`config.mk`:
```
export PLATFORM = sky130hd
export DESIGN_NAME = greater_bist
export DESIGN_NICKNAME = d
export VERILOG_FILES = /design/src/rtl/greater_bist.sv
export SDC_FILE = /design/constraint.sdc
export NUM_CORES = 1
export LEC_CHECK = 0
export ABC_AREA = 1
export CORE_MARGIN = 10
export CORE_UTILIZATION = 46
export CTS_CLUSTER_DIAMETER = 100
export DETAILED_ROUTE_END_ITERATION = 7
export PLACE_DENSITY = 0.73
export SETUP_SLACK_MARGIN = 0.15
export SLEW_MARGIN = 20
export SYNTH_ARGS = -nofsm -noshare
export SYNTH_HDL_FRONTEND = slang
export SYNTH_SLANG_ARGS = --single-unit
```
`constraint.sdc`:
```
create_clock -name clk -period 1.3 [get_ports clk]
set_clock_uncertainty 0.1 [all_clocks]
set_input_delay 0.26 -clock clk [delete_from_list [all_inputs] [get_ports clk]]
set_output_delay 0.26 -clock clk [all_outputs]
set_load 0.005 [all_outputs]
```
`src/rtl/greater_bist.sv`:
```
// Exhaustive stimulus/response engine for a two-operand `greater` comparator.
// Optional macro GREATER_BIST_STOP_ON_FAIL_EN: end the sweep at the first mismatch.
module greater_bist #(
    parameter int WIDTH       = 2,
    parameter int HOLD_CYCLES = 20
) (
    input  logic               clk,
    input  logic               rst,
    input  logic               start,
    output logic [WIDTH-1:0]   a_out,
    output logic [WIDTH-1:0]   b_out,
    input  logic               f_in,
    output logic               busy,
    output logic               done,
    output logic               pass,
    output logic [2*WIDTH:0]   err_count,
    output logic [2*WIDTH-1:0] first_fail_vec
);

    // state | meaning
    // IDLE  | reset state, waiting for start
    // RUN   | sweeping vectors, checking f_in on the last hold cycle
    // DONE  | results held until the next start
    typedef enum logic [1:0] {IDLE, RUN, DONE} state_t;

    localparam int VW = 2 * WIDTH;
    localparam int HW = (HOLD_CYCLES > 1) ? $clog2(HOLD_CYCLES) : 1;
    localparam logic [HW-1:0] HOLD_LAST = HW'(HOLD_CYCLES - 1);
    localparam logic [VW-1:0] VEC_LAST  = '1;

    state_t        state, state_nxt;
    logic [VW-1:0] vec, vec_nxt;
    logic [HW-1:0] hold_cnt, hold_nxt;
    logic [VW:0]   err, err_nxt;
    logic [VW-1:0] ffv, ffv_nxt;
    logic          check, expected, mismatch;

    assign check    = (state == RUN) && (hold_cnt == HOLD_LAST);
    assign expected = vec[VW-1:WIDTH] > vec[WIDTH-1:0];
    assign mismatch = check && (f_in != expected);

    always_ff @(posedge clk or posedge rst) begin
        if (rst) begin
            state    <= IDLE;
            vec      <= '0;
            hold_cnt <= '0;
            err      <= '0;
            ffv      <= '0;
        end else begin
            state    <= state_nxt;
            vec      <= vec_nxt;
            hold_cnt <= hold_nxt;
            err      <= err_nxt;
            ffv      <= ffv_nxt;
        end
    end

    always_comb begin
        state_nxt = state;
        vec_nxt   = vec;
        hold_nxt  = hold_cnt;
        err_nxt   = err;
        ffv_nxt   = ffv;
        case (state)
            IDLE, DONE: begin
                if (start) begin
                    state_nxt = RUN;
                    vec_nxt   = '0;
                    hold_nxt  = '0;
                    err_nxt   = '0;
                    ffv_nxt   = '0;
                end
            end
            RUN: begin
                if (!check) begin
                    hold_nxt = hold_cnt + HW'(1);
                end else begin
                    if (mismatch) begin
                        err_nxt = err + (VW+1)'(1);
                        if (err == '0) ffv_nxt = vec;
                    end
`ifdef GREATER_BIST_STOP_ON_FAIL_EN
                    if (mismatch || vec == VEC_LAST) begin
`else
                    if (vec == VEC_LAST) begin
`endif
                        state_nxt = DONE;
                    end else begin
                        vec_nxt  = vec + VW'(1);
                        hold_nxt = '0;
                    end
                end
            end
            default: state_nxt = IDLE;
        endcase
    end

    assign a_out          = vec[VW-1:WIDTH];
    assign b_out          = vec[WIDTH-1:0];
    assign busy           = (state == RUN);
    assign done           = (state == DONE);
    assign pass           = (state == DONE) && (err == '0);
    assign err_count      = err;
    assign first_fail_vec = ffv;

endmodule
```
==> run metrics <==
Tcrit/Tclk final 131%; pwr dens between 1500 and 2000 nW/um^2; Synth top cells by count 34 x nand2_1, 20 x dfrtp_1, 17 x inv_1, 17 x nand3_1, 7 x nor2_1; status finished with violations; Skew-Pair Late Insertion Delay slightly above 0.3 ns; worst vdd ir around 1.4 mV; Slew Limit Fails 0; syn_area_per_cell roughly 8.2 sq um; HP Class in2async; starting DRC count in detailed routing 46; Clock Path Buffers 2; fillers approximately 120; placed cell count 212; Post-Route WL between 3000 and 4000 um; CTS clk-pin slew, worst paths about 0.11 ns; Post-synth EDFFs 0; root buf cell clkbuf_4; Synth Warn # 0; post-cts hold buffer count 0; I/O pin total 20; min Tclk post-route about 1.7 ns; GRT Util Overall 12.4%; first-pass GRT wire length about 5000 um; Critical Path Slowest Stage Cell dfrtp_1; dpl ws -0.448 ns; vias in the first global route approximately 1,200; violated checks negative setup slack; Die ar. between 4000 and 5000 sq um; detailed-placement wirelength estimate about 2100 um; fraction of layout cells with a size suffix above 1 between 50% and 60%; Worst Tran Pin Value around 0.27 ns; cell leakage power about 1.0 nW; DRT Pass-1 Iters 4; Startpoint Class register; TNS Setup -5.72 ns; Hold WS roughly 0.19 ns; share of the synthesized area in the top cell type about 44%; Rows 17; # diodes 0; CTS tree built; IO Port Bufs 19; CP Cell Sequence inv_2 > ha_4 > nand3_4 > nor3_2 > buf_2; cells after synthesis roughly 140; DRT antenna net count 0; Distinct cells, synth 22; Crit Path Class reg2out; Max Clock Freq just under 600 MHz; initial antenna violation count 0; Storage cell area 502 sq um; crit end category output pin; grt met1 use a little over an eighth; post-synthesis sequential area ratio 44.0%; CP Max Fanout 2; DRC viols 0; vias ~1,200; GRT busiest layer met2; Synth area leader dfrtp_1; FFs w/ async S/R, synth between 90% and 100%; Hold Vio Cnt, Final 0; initial core utilization 50.0%; total clock buffers created by CTS 3; met3 global-route usage approximately 3.3%; post-synth net total roughly 150; Reg2Reg Setup Slack -0.36 ns; Slew headroom 82.2%; Synth Register Bits 20; non-filler instance count after layout around 240; Post-layout nets ~220; dominant synthesized flop cell dfrtp_1; count of final setup violators 31; max-capacitance violation count 0; vias per cell around 5.1; Placeable Area approximately 2300 sq um; largest cells by area after synthesis dfrtp_1 44%, nand2_1 11%, nand3_1 7.5%; Largest stage delay, worst path roughly 0.41 ns; pin count of the biggest net entering global routing 21; Worst EP arrival 1.34 ns; Critical Path RT 0.94 ns; wire per inst 14.8 um; # clock sinks 20; top-count cell post-synth nand2_1; global route overflow 0; Layout area overhead 72.1%; post-route setup slack -0.399 ns; Synth Cell Area approximately 1100 sq um; H-tree depth 1; Die H between 60 and 70 um; met2 Use GR 21.0%; Final Total Pwr about 3.2 mW; Multi-input gate area ~700 sq um; Die W approximately 70 um; GP Congestion 0.797; RSZ-0062 raised after global routing true
## final timing paths
check,start,cells past startpoint,endpoint
setup / recovery,err_count[1],5,pass
hold / removal,rst,3,err_count[0]
setup reg to reg,vec[3],11,first_fail_vec[2]
hold reg to reg,first_fail_vec[3],2,first_fail_vec[3]
max in group asynchronous,rst,3,state[0]
min in group clk,first_fail_vec[3],2,first_fail_vec[3]
## area by class of cell
cell class | instances | share of cell area [%]
clock buffers | 3 | 1.15
multi-input cells | 97 | 35.8
flip-flops and latches | 20 | 25.6
repair buffers | 69 | 31.9
well taps | 28 | 1.79
inverters | 20 | 3.83
## repair_timing
action	CTS	global route
pin swaps	14	11
endpoints found under the setup margin	36	36
setup buffers	14	7
gates cloned	0	1
gates resized for setup	92	35
## layer usage
metal  up-vias  routed length (um)
met2        29                1820
met1       583                1370
li1        589                   -
met4         0                 165
met5         -                   0
met3        15                 139
## state kept, by name, summed over array words and instances, names as in the netlist
| register | flops |
|---|---|
| err_count | 5 |
| hold_cnt | 5 |
| first_fail_vec | 4 |
| vec | 4 |
| state | 2 |
## power by group
group          internal, mW  switching, mW
Sequential            0.793          0.120
Combinational          1.09          0.914
Clock                 0.108          0.193
## kinds of logic (layout without fill, tap and decap cells)
logic type,after synthesis,count (layout),share of synthesized area (%)
adders and majority gates,6,6,6.59
DFF,20,20,44.0
and+or+nand+nor,71,71,29.2
AOI/OAI and AO/OA,15,15,7.80
xor gates and xnor gates,5,5,3.85
buffers and inverters,22,92,8.57
## critical path, delay by kind of cell, from the launching register on
kind	cells	cell delay [ns]
and+or+nand+nor	2	0.22
adders and majority gates	1	0.16
DFF	1	0.41
buffers and inverters	2	0.25
## through the flow
step                      util (%)  area, sq um
final                         86.1         1960
after global routing          86.1         1960
after CTS                     78.0         1780
after detailed placement      69.7         1590
after global placement        69.7         1590
after floorplan                  -         1160
## layout by cell type (no fill, tap or decap), types with 3 or more instances in the layout
cell,count
buf_2,6
buf_4,34
buf_6,23
clkbuf_4,3
clkdlybuf4s50_1,3
dfrtp_1,19
inv_1,12
inv_2,8
nand2_1,24
nand2_2,11
nand3_1,11
nand3_2,5
nor2_1,4
nor2_2,3
nor2_4,4
o21ai_1,6
o21ai_2,4
xor2_1,4
Note: power is estimated with default switching activity, not from simulation.
